## src/rtl/parking_pkg.sv

```systemverilog
// Shared types and defaults for the parking gate arbiter and its timer.
package parking_pkg;

  // Gate ownership FSM states.
  typedef enum logic [2:0] {
    IDLE     = 3'd0,
    OPEN_IN  = 3'd1,
    PASS_IN  = 3'd2,
    OPEN_OUT = 3'd3,
    PASS_OUT = 3'd4
  } gate_state_t;

  localparam int DEFAULT_CAPACITY = 15;
  localparam int DEFAULT_TIMEOUT  = 100;
  localparam int TIMER_W          = 8;

  // True for the states in which the barrier is raised.
  function automatic logic is_open_state(input gate_state_t s);
    return (s == OPEN_IN) || (s == PASS_IN) || (s == OPEN_OUT) || (s == PASS_OUT);
  endfunction

endpackage

```

## src/rtl/gate_timer.sv

```systemverilog
// Approach down-counter: loaded when a grant is issued, counts the cycles
// the granted car spends reaching the gate lane.
module gate_timer
  import parking_pkg::*;
#(
  parameter int TIMEOUT = DEFAULT_TIMEOUT
) (
  input  logic clk,
  input  logic reset,
  input  logic load,
  input  logic enable,
  output logic expired
);

  localparam logic [TIMER_W-1:0] LOAD_VAL = TIMER_W'(TIMEOUT);

  logic [TIMER_W-1:0] value;

  // Load on grant, decrement while waiting, hold at zero otherwise.
  always_ff @(posedge clk) begin
    if (!reset) begin
      value <= '0;
    end else if (load) begin
      value <= LOAD_VAL;
    end else if (enable && (value != '0)) begin
      value <= value - 1'b1;
    end
  end

  // Expired in the waiting cycle whose decrement reaches zero, so the
  // granted side gets exactly TIMEOUT cycles in OPEN before abandonment.
  assign expired = enable && (value == TIMER_W'(1));

endmodule

```

## src/rtl/parking_gate_arbiter.sv

```systemverilog
// Shared entry/exit gate arbiter. One side owns the gate at a time; ties in
// IDLE are broken round-robin. Occupancy pulses go to an external counter.
//
// Handshake: entry_req/exit_req are level requests sampled only in IDLE;
// a grant is the registered grant_entry/grant_exit level, held until the car
// clears the lane (pass_sensor high then low) or the approach timer expires.
// inc/dec/timeout_err are one-cycle registered pulses in the first IDLE cycle.
module parking_gate_arbiter
  import parking_pkg::*;
#(
  parameter int CAPACITY = DEFAULT_CAPACITY,
  parameter int TIMEOUT  = DEFAULT_TIMEOUT
) (
  input  logic        clk,
  input  logic        reset,
  input  logic        entry_req,
  input  logic        exit_req,
  input  logic        pass_sensor,
  input  logic [3:0]  count,
  output logic        gate_open,
  output logic        grant_entry,
  output logic        grant_exit,
  output logic        inc,
  output logic        dec,
  output logic        full,
  output logic        timeout_err,
  output gate_state_t state
);

  localparam logic [3:0] CAP4 = 4'(CAPACITY);

  logic entry_ok;
  logic exit_ok;
  logic pick_entry;
  logic pick_exit;
  logic last_served_exit;
  logic timer_load;
  logic timer_enable;
  logic timer_expired;

  assign full = (count >= CAP4);

  // Eligibility and round-robin choice; only consulted while IDLE.
  always_comb begin
    entry_ok   = entry_req && !full;
    exit_ok    = exit_req && (count != 4'd0);
    pick_entry = entry_ok && (!exit_ok || last_served_exit);
    pick_exit  = exit_ok && (!entry_ok || !last_served_exit);
  end

  // Timer loads with the grant and runs only while the car has not arrived.
  always_comb begin
    timer_load   = (state == IDLE) && (pick_entry || pick_exit);
    timer_enable = ((state == OPEN_IN) || (state == OPEN_OUT)) && !pass_sensor;
  end

  gate_timer #(
    .TIMEOUT (TIMEOUT)
  ) u_gate_timer (
    .clk     (clk),
    .reset   (reset),
    .load    (timer_load),
    .enable  (timer_enable),
    .expired (timer_expired)
  );

  // Gate ownership FSM with registered barrier, grant and pulse outputs.
  always_ff @(posedge clk) begin
    if (!reset) begin
      state            <= IDLE;
      gate_open        <= 1'b0;
      grant_entry      <= 1'b0;
      grant_exit       <= 1'b0;
      inc              <= 1'b0;
      dec              <= 1'b0;
      timeout_err      <= 1'b0;
      last_served_exit <= 1'b1;
    end else begin
      inc         <= 1'b0;
      dec         <= 1'b0;
      timeout_err <= 1'b0;
      case (state)
        IDLE: begin
          if (pick_entry) begin
            state            <= OPEN_IN;
            gate_open        <= 1'b1;
            grant_entry      <= 1'b1;
            grant_exit       <= 1'b0;
            last_served_exit <= 1'b0;
          end else if (pick_exit) begin
            state            <= OPEN_OUT;
            gate_open        <= 1'b1;
            grant_entry      <= 1'b0;
            grant_exit       <= 1'b1;
            last_served_exit <= 1'b1;
          end
        end
        OPEN_IN: begin
          if (pass_sensor) begin
            state <= PASS_IN;
          end else if (timer_expired) begin
            state       <= IDLE;
            gate_open   <= 1'b0;
            grant_entry <= 1'b0;
            timeout_err <= 1'b1;
          end
        end
        PASS_IN: begin
          if (!pass_sensor) begin
            state       <= IDLE;
            gate_open   <= 1'b0;
            grant_entry <= 1'b0;
            inc         <= 1'b1;
          end
        end
        OPEN_OUT: begin
          if (pass_sensor) begin
            state <= PASS_OUT;
          end else if (timer_expired) begin
            state       <= IDLE;
            gate_open   <= 1'b0;
            grant_exit  <= 1'b0;
            timeout_err <= 1'b1;
          end
        end
        PASS_OUT: begin
          if (!pass_sensor) begin
            state      <= IDLE;
            gate_open  <= 1'b0;
            grant_exit <= 1'b0;
            dec        <= 1'b1;
          end
        end
        default: begin
          state       <= IDLE;
          gate_open   <= 1'b0;
          grant_entry <= 1'b0;
          grant_exit  <= 1'b0;
        end
      endcase
    end
  end

endmodule

```

## config.mk

```make
export PLATFORM = sky130hd
export DESIGN_NAME = parking_gate_arbiter
export DESIGN_NICKNAME = d
export VERILOG_FILES = /design/src/rtl/parking_pkg.sv /design/src/rtl/gate_timer.sv /design/src/rtl/parking_gate_arbiter.sv
export SDC_FILE = /design/constraint.sdc
export NUM_CORES = 1
export LEC_CHECK = 0
export BUFFER_PORTS_ARGS = -buffer_cell sky130_fd_sc_hd__buf_2
export CORE_MARGIN = 3
export CORE_UTILIZATION = 53
export CTS_CLUSTER_SIZE = 24
export DETAILED_ROUTE_END_ITERATION = 10
export GPL_TIMING_DRIVEN = 0
export PLACE_DENSITY = 0.89
export REMOVE_ABC_BUFFERS = 1
export SLEW_MARGIN = 30
export SYNTH_ARGS = -nofsm -noshare
export SYNTH_HDL_FRONTEND = slang
export SYNTH_SLANG_ARGS = --single-unit
```

## constraint.sdc

```tcl
create_clock -name clk -period 2.2 [get_ports clk]
set_input_delay 0.33 -clock clk [delete_from_list [all_inputs] [get_ports clk]]
set_output_delay 0.33 -clock clk [all_outputs]
set_load 0.005 [all_outputs]
```

* Word level (Yosys, flattened, before mapping)
Index checks and enable logic that the tools add are counted.
W data, S select, Z words.
** Cells by class
- Add/sub/neg operators :: 1
- Multipliers :: 0
- Divide/modulo/power cells :: 0
- $lt $le $gt $ge :: 1
- Equality and inequality tests :: 15
- Shifts and indexed selects :: 0
- Muxes and demuxes :: 22
- Bitwise logic cells :: 4
- Reduce and logical (&&, ||, !) cells :: 35
** Operators by type and width (number)
- $mux W3 :: 6
- $ne A2 B2 Y1 const B :: 8
- $mux W7 :: 2
- $pmux W3 S4 :: 1
- $mux W1 :: 10
- $reduce_and A5 Y1 :: 2
- $reduce_or A2 Y1 :: 5
- $eq A8 B1 Y1 const B :: 1
- $logic_and A1 B1 Y1 :: 8
- $pmux W1 S4 :: 2
- $reduce_and A2 Y1 :: 4
- $reduce_bool A8 Y1 :: 1
- $sub A8 B1 Y8 const B :: 1
- $eq A3 B2 Y1 const B :: 2
- $logic_not A1 Y1 :: 5
- $ge A4 B4 Y1 const B :: 1
- $logic_or A1 B1 Y1 :: 4
- $not A1 Y1 :: 4
- $reduce_and A4 Y1 :: 1
- $reduce_bool A2 Y1 :: 2
- $reduce_bool A4 Y1 :: 1
- $eq A3 B1 Y1 const B :: 1
- $eq A3 B3 Y1 const B :: 1
- $logic_not A3 Y1 :: 1
- other kinds (4) :: 4
** Word-level totals
- Flip-flop bits (word level) :: 18
- Latch bits :: 0
- Memory bits (writable) :: 0
- Bits in read-only memories :: 0
- Memories kept :: 0

* Longest topological paths before layout
Gate-level depths: netlist of the first run.
- Depth after elaboration :: 9
- Depth in mapped cells :: 6
- Mapped depth without buffers :: 6

* By module
Synthesis of the first run repeated with hierarchy kept, for this count alone.
** Unflattened totals
- Cell total of the unflattened synthesis :: 126
- Area total of the unflattened synthesis :: 1088.5 um^2
** Modules (own cells, without submodules)
- parking_gate_arbiter :: times used 1, cells an instance 69, area each 586.8 um^2, sequential area each 200.2 um^2
- gate_timer :: times used 1, cells an instance 57, area each 501.7 um^2, sequential area each 160.2 um^2

* Worst setup path before layout of the first run
No wires, ideal clock.
- Path type :: register to register
- Start :: register u_gate_timer.value[0]
- End :: register u_gate_timer.value[7]
- Arrival time :: 1.552 ns
- Path slack :: 0.578 ns
- Stages on the path, launching flop included :: 7
- Cells stage by stage :: dfxtp_1 -> inv_1 -> ha_1 -> nor4b_2 -> nand4b_1 -> or4_1 -> a21oi_1
** Between the ends
- Word-level cells in the longest chain between the ends :: 2
- Elaborated cells on any way between the ends :: 3
** Ends and longest elaborated chain
- start: declaration :: RTL line gate_timer.sv:17 : logic [TIMER_W-1:0] value;
- start signal: assignment :: RTL line gate_timer.sv:26 : value <= value - 1'b1;
- branches (longest 2 deep; another with $sub A8 B1 Y8)
Several ways; the timed one is not identified.
A chain may end at the register's enable or synchronous reset.

* Final worst setup path of the first run
- Start :: register state[0]
- End :: register u_gate_timer.value[7]
** Between the ends
- Word-level cells in the longest chain between the ends :: 4
- Elaborated cells on any way between the ends :: 8
** Ends and longest elaborated chain
- start: declaration :: RTL line parking_gate_arbiter.sv:27 : output gate_state_t state
- start signal: assignment :: RTL line parking_gate_arbiter.sv:70 : state <= IDLE;
- start signal: assignment :: RTL line parking_gate_arbiter.sv:85 : state <= OPEN_IN;
- start signal: assignment :: RTL line parking_gate_arbiter.sv:91 : state <= OPEN_OUT;
- $eq A3 B1 Y1 / $eq A3 B2 Y1 (equally long branches) :: RTL line parking_gate_arbiter.sv:54 : timer_enable = ((state == OPEN_IN) || (state == OPEN_OUT)) && !pass_sensor;
- $logic_or A1 B1 Y1 :: RTL line parking_gate_arbiter.sv:54
- $logic_and A1 B1 Y1 :: RTL line parking_gate_arbiter.sv:54
- $logic_and A1 B1 Y1 :: RTL line gate_timer.sv:25 : end else if (enable && (value != '0)) begin
Parallel ways exist; a longest one is shown, timed or not.

==> metrics.csv, run 1 <==
stage;metric;value;unit
detailed_routing;post-DR vias/cell;6.040;
job;max-cap viol count;0;
final_layout;Final Util;0.6376;
worst_setup_path;reg2reg start;state[0];
floorplan;Initial Util;0.5674;
placed_design;HPWL Detailed;1678;um
timing;minimum hold slack;379.8;ps
logic_synthesis;Synth area leader;dfxtp_1;
cts;CTS resizes;0;
worst_setup_path;crit path launch type;flop;
timing;Tcrit/Tclk final;0.8373;
global_route;largest net degree at the start of global routing;16;
floorplan;io pins;19;
global_route;gr ovfl total;0;
timing;Slew HR;0.6027;
worst_setup_path;worst setup path startpoint;state[0];
logic_synthesis;post-synth cell types;40;
worst_setup_path;WP depth;4;
cts;hold buffer count at CTS;0;
logic_synthesis;top_reg_cell synth;dfxtp_1;
logic_synthesis;Synth Register Bits;18;
logic_synthesis;Mean Syn Cell Area;9.183;sq um
logic_synthesis;count leader, synth;dfxtp_1;
cts;CTS max path bufs;2;
logic_synthesis;Synth Cell Area;1001;sq um
logic_synthesis;Synth top area share;0.3600;
logic_synthesis;commonest cells in the netlist;dfxtp_1, nor2_1, a21oi_1, nand2_1, inv_1;
detailed_routing;Final ANT Viol Nets;0;
timing;post-route minimum period;1842;ps
worst_setup_path;CP top delay family;simple AND/OR/NAND/NOR gates;
detailed_routing;initial drt markers;14;
cts;CTS Buf Count;3;
placed_design;Final GP Congestion;0.7919;
worst_setup_path;CP Class;reg2reg;
worst_setup_path;FF-to-FF setup slack;360;ps
global_route;first-pass GRT wire length;3870;um
worst_setup_path;CP Data Arrival Time;2070;ps
worst_setup_path;Slowest-stage cell, CP;dfxtp_1;
floorplan;height of the die;49.46;um
detailed_routing;Routed Wire Length;2260;um
logic_synthesis;Syn Inst Count;109;
worst_setup_path;critical path cell sequence;nor3b_2 > nand4b_1 > or4_1 > a21oi_1;
logic_synthesis;synth top area cells;dfxtp_1, ha_1, nor2_1, a21oi_1, xnor2_1;
worst_setup_path;Critical Path Fanout Max;14;
floorplan;width of the die;49.46;um
placed_design;count of input and output buffers;18;
worst_setup_path;CP Capture Point;u_gate_timer.value[7];
cts;H-tree depth;1;
detailed_routing;DRC violations left;0;
cts;CTS Sinks;18;
outcome;outcome;complete, no violations;
global_route;vias in the first global route;917;
floorplan;core area;1764;sq um
detailed_routing;1st-pass router iterations;4;
pwr;Pleak;0.4291;nW
pwr;Pwr per Cell Area;739.4;nW/um^2
min_path;Min-Delay Path Class;in2reg;
cts;clk slew on worst S/H paths;90;ps
logic_synthesis;register area share after synthesis;0.3600;
timing;max-slew violations;0;
worst_setup_path;WP buf/inv;0;
pwr;Worst VDD drop;0.4016;mV
cts;post-CTS setup buffer count;0;
logic_synthesis;ys async rst share;0;
final_layout;layout cells sized above 1;0.2222;
global_route;GR Util All Layers;0.2054;
timing;Setup TNS;0;ps
logic_synthesis;number of synthesized flops with an enable pin;0;
timing;final number of hold-violating endpoints;0;
pwr;clock share of power;0.192;
logic_synthesis;synth warn;0;
worst_setup_path;max incr delay on CP;650;ps
pwr;Comb pwr share;0.306;
placed_design;Placed Instances;148;
cts;CTS tree;built;
timing;fmax;542.9;MHz
floorplan;die area;2446;sq um
worst_setup_path;reg-to-reg critical path endpoint;u_gate_timer.value[7];
final_layout;post-route insts no fill;151;
timing;Layout Skew;2.877;ps
worst_setup_path;CP Capture Type;flop;
timing;RSZ-0062 raised after global routing;no;
worst_setup_path;Critical Path RT;2430;ps
cts;CTS root buffer;clkbuf_4;
global_route;initial antenna violation count;0;
floorplan;row count;15;
final_layout;Final #Nets;140;
pwr;Internal;0.0005453;W
worst_setup_path;reg2reg path depth;4;
detailed_routing;vias after detailed routing;912;
timing;Tightest Pin Transition;588.5;ps
pwr;P_sw;0.0002864;W
pwr;Sw Share;0.3443;
cts;Worst-Skew Late Latency;290;ps
final_layout;antenna cell count;0;
final_layout;P&R area growth vs syn;12.38;%
timing;Final setup violation count;0;
pwr;Seq pwr share;0.502;
detailed_routing;drt wl/cell;14.97;um
area by class of cell:
cell class | count | area, sq um
well taps | 25 | 31.28
repair buffers | 18 | 90.09
inverters | 6 | 22.52
multi-input cells | 81 | 598.1
fillers | 172 | 639.4
flip-flops and latches | 18 | 360.3
clock buffers | 3 | 22.52
cell families (layout without fill, tap and decap cells):
kind of cell,Yosys count,in the layout,share of synthesized area
AO/OA/AOI/OAI,28,28,0.2150
adder cells (fa/ha/maj),3,3,0.03750
XOR/XNOR,6,6,0.05250
buffers and inverters,10,27,0.04250
flip-flops,18,18,0.3600
AND/OR/NAND/NOR,44,44,0.2925
worst reg2reg max path, cell delays in order, from the launching register on:
cell and delay (ps):
dfxtp_1 650, nor3b_2 360, nand4b_1 190, or4_1 420, a21oi_1 150
registers in the layout, indices dropped and copies added (netlist names):
name and count:
dec 1, gate_open 1, grant_entry 1, grant_exit 1, inc 1, last_served_exit 1, state 3, timeout_err 1
u_gate_timer.value 8
per-stage QoR:
step	power, W	worst slack [ps]	area, sq um
2_1_floorplan	0.0005937	577.9	980.9
3_3_place_gp	0.0006613	399.7	1102
3_5_place_dp	0.0006756	362.8	1102
4_1_cts	0.0008331	352.8	1125
5_1_grt	0.0008866	184.3	1125
6_report	0.0008317	358.0	1125
how the worst min path moves through the flow:
stage / cells after the start / to / start / slack (ps)
after CTS: 3 / timeout_err / reset / 380
after global placement: 1 / last_served_exit / last_served_exit / 460
after global routing: 2 / u_gate_timer.value[5] / reset / 380
after floorplan: 1 / dec / pass_sensor / 410
final: 3 / timeout_err / reset / 380
after detailed placement: 1 / last_served_exit / last_served_exit / 470
cell usage in the layout, fill, tap and decap left out, types with 2 or more instances in the layout:
cell type  instances
nor2b_1            2
o31ai_1            3
inv_1              6
a2111oi_0          2
nor3_1             4
nor4_1             2
nor2_1            10
ha_1               3
o21ai_0            3
or3_1              2
nor4b_1            3
clkbuf_4           3
dfxtp_1           18
a21oi_1            7
a211oi_1           2
nand2_1            7
buf_2             18
xnor2_1            4
o21a_1             4
nand4_1            3
xor2_1             2
power groups by stage:
stage	logic [W]	clock network, W	registers, W
floorplan	0.000178	0	0.000415
global placement	0.000240	0	0.000421
detailed placement	0.000253	0	0.000423
CTS	0.000255	0.000163	0.000415
global route	0.000283	0.000181	0.000423
finish	0.000255	0.000160	0.000417
layer usage:
layer	vias up	GRT usage	share of wire
li1	442	-	-
met1	426	0.2170	0.39
met2	40	0.3728	0.54
met3	4	0.03323	0.054
met4	0	0.1336	0.019
met5	-	0	0
No activity file was read; power rests on OpenSTA's default activity.
==> inputs of run 2 (changes only) <==
--- a/config.mk
+++ b/config.mk
@@ -7,11 +7,11 @@
 export LEC_CHECK = 0
 export BUFFER_PORTS_ARGS = -buffer_cell sky130_fd_sc_hd__buf_2
 export CORE_MARGIN = 3
-export CORE_UTILIZATION = 53
+export CORE_UTILIZATION = 48
 export CTS_CLUSTER_SIZE = 24
 export DETAILED_ROUTE_END_ITERATION = 10
 export GPL_TIMING_DRIVEN = 0
-export PLACE_DENSITY = 0.89
+export PLACE_DENSITY = 0.85
 export REMOVE_ABC_BUFFERS = 1
 export SLEW_MARGIN = 30
 export SYNTH_ARGS = -nofsm -noshare
==> constraint.sdc (replaced) <==
create_clock -name clk -period 1.6 [get_ports clk]
set_input_delay 0.24 -clock clk [delete_from_list [all_inputs] [get_ports clk]]
set_output_delay 0.24 -clock clk [all_outputs]
set_load 0.005 [all_outputs]
==> metrics.csv, run 2 (synthesis gave the netlist of run 1 again) <==
stage;metric;value;unit;change
outcome;outcome;complete, no violations;;
detailed_routing;Routed Wire Length;2228;um;-1.4%
detailed_routing;uppermost layer routed;met4;;
global_route;largest net degree at the start of global routing;16;;unchanged
pwr;Pleak;0.4805;nW;+12%
worst_setup_path;reg-to-reg critical path endpoint;u_gate_timer.value[4];;
final_layout;layout cells sized above 1;0.3233;;+0.1011
worst_setup_path;reg2reg start;u_gate_timer.value[1];;
placed_design;count of input and output buffers;18;;unchanged
worst_setup_path;FF-to-FF setup slack;30;ps;-330 ps
floorplan;core area;1839;sq um;+4.3%
cts;hold buffer count at CTS;0;;unchanged
timing;Tcrit/Tclk final;0.9828;;+0.1455
timing;Slew HR;0.5691;;-0.03361
final_layout;antenna cell count;0;;unchanged
job;max-cap viol count;0;;unchanged
detailed_routing;DRC violations left;0;;unchanged
min_path;HP Start;reset;;
floorplan;die area;2669;sq um;+9.1%
timing;final setup margin;27.55;ps;-330.5 ps
cts;CTS root buffer;clkbuf_4;;
min_path;Worst Hold Path Cells;2;;-1
placed_design;post-placement setup slack;-230.5;ps;-593.3 ps
pwr;Pwr per Cell Area;1043;nW/um^2;+41%
cts;H-tree depth;1;;unchanged
global_route;first-pass GRT wire length;3726;um;-3.7%
global_route;gr ovfl total;0;;unchanged
cts;Worst-Skew Late Latency;290;ps;about the same
final_layout;most common cell after layout, fill and taps aside;buf_2;;
timing;final number of hold-violating endpoints;0;;unchanged
worst_setup_path;reg2reg path depth;6;;+2
detailed_routing;drt wl/cell;14.10;um;-5.8%
cts;clk slew on worst S/H paths;100;ps;about the same
timing;Layout Skew;2.478;ps;-0.3987 ps
final_layout;Most flops, register;u_gate_timer.value;;
timing;max-slew violations;0;;unchanged
timing;post-route minimum period;1572;ps;-269.5 ps
detailed_routing;post-DR vias/cell;5.873;;-2.8%
timing;minimum hold slack;308.0;ps;-71.82 ps
floorplan;row count;15;;unchanged
floorplan;Initial Util;0.5442;;-0.02316
worst_setup_path;Critical Path RT;1800;ps;-630 ps
pwr;Worst VDD drop;0.6646;mV;+66%
timing;Final setup violation count;0;;unchanged
detailed_routing;1st-pass router iterations;4;;unchanged
detailed_routing;Met1 Wirelength;989;um;+13%
worst_setup_path;CP Data Arrival Time;1770;ps;-300 ps
final_layout;P&R area growth vs syn;23.75;%;
detailed_routing;initial drt markers;11;;-3
cts;CTS Sinks;18;;unchanged
placed_design;Final GP Congestion;0.8632;;+9.0%
floorplan;width of the die;51.67;um;+4.5%
global_route;initial antenna violation count;0;;unchanged
cts;CTS max path bufs;2;;unchanged
detailed_routing;met3 wire len;90;um;-27%
timing;Tightest Pin Transition;638.3;ps;+49.78 ps
timing;fmax;635.9;MHz;+17%
worst_setup_path;CP Class;reg2reg;;
worst_setup_path;crit path launch type;flop;;
cts;CTS Buf Count;3;;unchanged
cts;CTS tree;built;;
global_route;vias in the first global route;875;;-4.6%
final_layout;highest-count cells in the layout ignoring fill and taps;buf_2, dfxtp_1, nor2_1;;
min_path;endpoint of the worst hold path;u_gate_timer.value[5];;
worst_setup_path;Critical Path Fanout Max;6;;-8
floorplan;io pins;19;;unchanged
placed_design;HPWL Detailed;1520;um;-9.4%
final_layout;Largest regs;u_gate_timer.value x8, state x3;;
final_layout;fill cell count;170;;-1.2%
worst_setup_path;CP Capture Type;flop;;
min_path;Min-Delay Path Class;in2reg;;
detailed_routing;vias after detailed routing;928;;+1.8%
floorplan;height of the die;51.67;um;+4.5%
final_layout;max reg flops;8;;unchanged
detailed_routing;met2 WL post-DR;1116;um;-8.1%
global_route;GR Util All Layers;0.1868;;-0.01854
detailed_routing;Final ANT Viol Nets;0;;unchanged
final_layout;Final #Nets;146;;+4.3%
timing;RSZ-0062 raised after global routing;yes;;
==> run 2: timing repair <==
action	in CTS	in global routing
pin swaps	1	2
endpoints found under the setup margin	10	8
buffers inserted	1	5
gates resized for setup	10	6
==> run 2: power breakdown <==
part / internal [W] / switching, W / total (W)
Sequential: 0.000502 / 0.0000811 / 0.000583
Clock: 0.000139 / 0.000142 / 0.000281
Combinational: 0.000214 / 0.000215 / 0.000429
Total: 0.000855 / 0.000438 / 0.00129
==> run 2: layer usage <==
| layer | vias up | track usage |
|---|---|---|
| met2 | 26 | 0.3453 |
| met4 | 0 | 0.08297 |
| met3 | 6 | 0.03438 |
| li1 | 460 | - |
| met1 | 436 | 0.2046 |
| met5 | - | 0 |
==> run 2: stage by stage <==
step | utilization | std cells | TNS, ps | instance area, sq um | power (W)
after detailed placement | 0.5993 | 148 | -975.6 | 1102 | 0.0009249
after CTS | 0.6361 | 153 | -45.88 | 1170 | 0.001230
after floorplan | - | 105 | -22.10 | 980.9 | 0.0008163
after global placement | 0.5993 | 148 | -496.8 | 1102 | 0.0009130
after global routing | 0.6735 | 158 | -195.3 | 1239 | 0.001365
final | 0.6735 | 158 | 0 | 1239 | 0.001293
==> run 2: final cells by class <==
type,instances,area (sq um),share of cell area
clock buffers,4,36.28,0.02929
inverters,6,22.52,0.01818
flip-flops and latches,18,369.1,0.2980
repair buffers,24,135.1,0.1091
well taps,25,31.28,0.02525
multi-input cells,81,644.4,0.5202
==> run 2: worst max-delay path by stage <==
stage	from	endpoint	slack, ps
floorplan	u_gate_timer.value[0]	u_gate_timer.value[7]	-20
global placement	state[0]	u_gate_timer.value[7]	-190
detailed placement	state[0]	u_gate_timer.value[7]	-230
finish	u_gate_timer.value[1]	u_gate_timer.value[4]	30
CTS	u_gate_timer.value[0]	u_gate_timer.value[4]	-20
global route	u_gate_timer.value[1]	u_gate_timer.value[7]	-60
==> run 2: critical path, cell delays in order, from the launching register on <==
cell       delay, ps
dfxtp_2          370
inv_2             60
ha_1             170
nor4b_4          150
a2111oi_1        500
xnor2_1          170
nor2_1            50
==> inputs of run 3 (changes only) <==
--- a/config.mk
+++ b/config.mk
@@ -11,6 +11,7 @@
 export CTS_CLUSTER_SIZE = 24
 export DETAILED_ROUTE_END_ITERATION = 10
 export GPL_TIMING_DRIVEN = 0
+export MAX_ROUTING_LAYER = met4
 export PLACE_DENSITY = 0.85
 export REMOVE_ABC_BUFFERS = 1
 export SLEW_MARGIN = 30
==> metrics.csv, run 3 (synthesis gave the netlist of run 1 again) <==
stage;metric;value;unit;change
floorplan;die area;2669;sq um;unchanged
worst_setup_path;Critical Path RT;1790;ps;about the same
global_route;GR Util All Layers;0.1917;;+0.004868
detailed_routing;Final ANT Viol Nets;0;;unchanged
worst_setup_path;CP Data Arrival Time;1770;ps;about the same
placed_design;HPWL Detailed;1520;um;unchanged
worst_setup_path;critical path cell sequence;inv_2 > ha_1 > nor4b_4 > a2111oi_1 > xnor2_1 > nor2_1;;
floorplan;height of the die;51.67;um;unchanged
floorplan;io pins;19;;unchanged
worst_setup_path;CP Class;reg2reg;;
timing;Tightest Pin Transition;620.5;ps;-17.74 ps
placed_design;Final GP Congestion;0.8771;;+1.6%
global_route;first-pass GRT wire length;3726;um;unchanged
detailed_routing;DRC violations left;0;;unchanged
final_layout;P&R area growth vs syn;23.75;%;unchanged
final_layout;post-route insts no fill;158;;unchanged
pwr;Pleak;0.4805;nW;unchanged
final_layout;cell area after layout;1239;sq um;unchanged
final_layout;Final #Nets;146;;unchanged
timing;Setup TNS;0;ps;unchanged
global_route;vias in the first global route;878;;+0.34%
timing;final setup margin;27.71;ps;+0.1660 ps
cts;hold buffer count at CTS;0;;unchanged
detailed_routing;1st-pass router iterations;4;;unchanged
cts;Worst-Skew Late Latency;290;ps;about the same
cts;CTS tree;built;;
pwr;Pwr per Cell Area;1039;nW/um^2;-0.45%
detailed_routing;drt wl/cell;14.10;um;unchanged
detailed_routing;initial drt markers;23;;+12
worst_setup_path;Critical Path Fanout Max;6;;unchanged
timing;post-route minimum period;1572;ps;-0.1660 ps
final_layout;max reg flops;8;;unchanged
worst_setup_path;CP Capture Type;flop;;
final_layout;Largest regs;u_gate_timer.value x8, state x3;;
cts;H-tree depth;1;;unchanged
placed_design;post-placement setup slack;-230.5;ps;unchanged
placed_design;count of input and output buffers;18;;unchanged
floorplan;width of the die;51.67;um;unchanged
floorplan;row count;15;;unchanged
final_layout;Final Util;0.6735;;unchanged
cts;clk slew on worst S/H paths;100;ps;about the same
worst_setup_path;crit path launch type;flop;;
final_layout;Most flops, register;u_gate_timer.value;;
detailed_routing;vias after detailed routing;922;;-0.65%
global_route;gr ovfl total;0;;unchanged
floorplan;core area;1839;sq um;unchanged
final_layout;highest-count cells in the layout ignoring fill and taps;buf_2, dfxtp_1, nor2_1;;
worst_setup_path;max incr delay on CP;500;ps;about the same
detailed_routing;post-DR vias/cell;5.835;;-0.65%
floorplan;Initial Util;0.5442;;unchanged
global_route;largest net degree at the start of global routing;16;;unchanged
worst_setup_path;Slowest-stage cell, CP;a2111oi_1;;
min_path;Min-Delay Path Class;in2reg;;
timing;fmax;636.0;MHz;about the same
global_route;initial antenna violation count;0;;unchanged
timing;RSZ-0062 raised after global routing;yes;;
timing;Tcrit/Tclk final;0.9827;;about the same
timing;Slew HR;0.5811;;+0.01198
detailed_routing;Routed Wire Length;2228;um;unchanged
cts;CTS Sinks;18;;unchanged
final_layout;antenna cell count;0;;unchanged
cts;CTS max path bufs;2;;unchanged
timing;Layout Skew;4.387;ps;+1.909 ps
final_layout;most common cell after layout, fill and taps aside;buf_2;;
timing;Final setup violation count;0;;unchanged
timing;final number of hold-violating endpoints;0;;unchanged
cts;CTS Buf Count;3;;unchanged
placed_design;Placed Instances;148;;unchanged
final_layout;layout cells sized above 1;0.3233;;unchanged
pwr;Worst VDD drop;0.6510;mV;-2.1%
timing;max-slew violations;0;;unchanged
job;max-cap viol count;0;;unchanged
cts;CTS root buffer;clkbuf_4;;
placed_design;DP Area;1102;sq um;unchanged
outcome;outcome;complete, no violations;;
[run 3: cell counts in the layout (fill, tap and decap cells not counted)]
No cell type changed its count.
[run 3: final timing paths]
| path | from | end | slack [ps] | depth (start not counted) |
|---|---|---|---|---|
| worst min register to register | last_served_exit | last_served_exit | 490 | 1 |
| worst min-delay path | reset | u_gate_timer.value[2] | 310 | 2 |
| worst max register to register | u_gate_timer.value[1] | u_gate_timer.value[4] | 30 | 6 |
| worst max-delay path | u_gate_timer.value[1] | u_gate_timer.value[4] | 30 | 6 |
[run 3: power by group]
group	internal [W]	switching (W)	leakage (nW)
Combinational	0.000214	0.000214	0.310
Sequential	0.000502	0.0000816	0.149
Clock	0.000138	0.000136	0.0210
[run 3: final cells by class]
class                      count  area (sq um)
clock buffer                   4         36.28
fill                         172         600.6
inverter                       6         22.52
multi-input combinational     81         644.4
sequential                    18         369.1
tap                           25         31.28
timing repair buffer          24         135.1
[run 3: worst max-delay path: cells and delay by family (launching register included)]
kind | cells | cell delay, ps
compound gates | 1 | 500
xor+xnor | 1 | 170
fa+ha+maj | 1 | 180
buf+inv | 1 | 60
flops | 1 | 370
simple gates | 2 | 200
[run 3: per-layer routing]
metal / up-vias / global-route usage / share of wire
met5: - / - / 0
met4: 0 / 0.08297 / 0.0081
met3: 2 / 0.03438 / 0.049
met2: 26 / 0.3432 / 0.51
met1: 436 / 0.2064 / 0.43
li1: 458 / - / -
[run 3: repair_timing]
action / 4_1_cts / 5_1_grt
gates resized for setup: 10 / 6
endpoints found under the hold margin: 0 / 0
endpoints found under the setup margin: 10 / 8
setup buffers: 1 / 5
pin swaps: 1 / 2
[run 3: stage by stage]
stage	hold slack, ps	power, W
after CTS	294.9	0.001230
after floorplan	316.8	0.0008163
final	312.5	0.001287
after detailed placement	467.2	0.0009249
after global placement	456.8	0.0009130
after global routing	308.1	0.001365
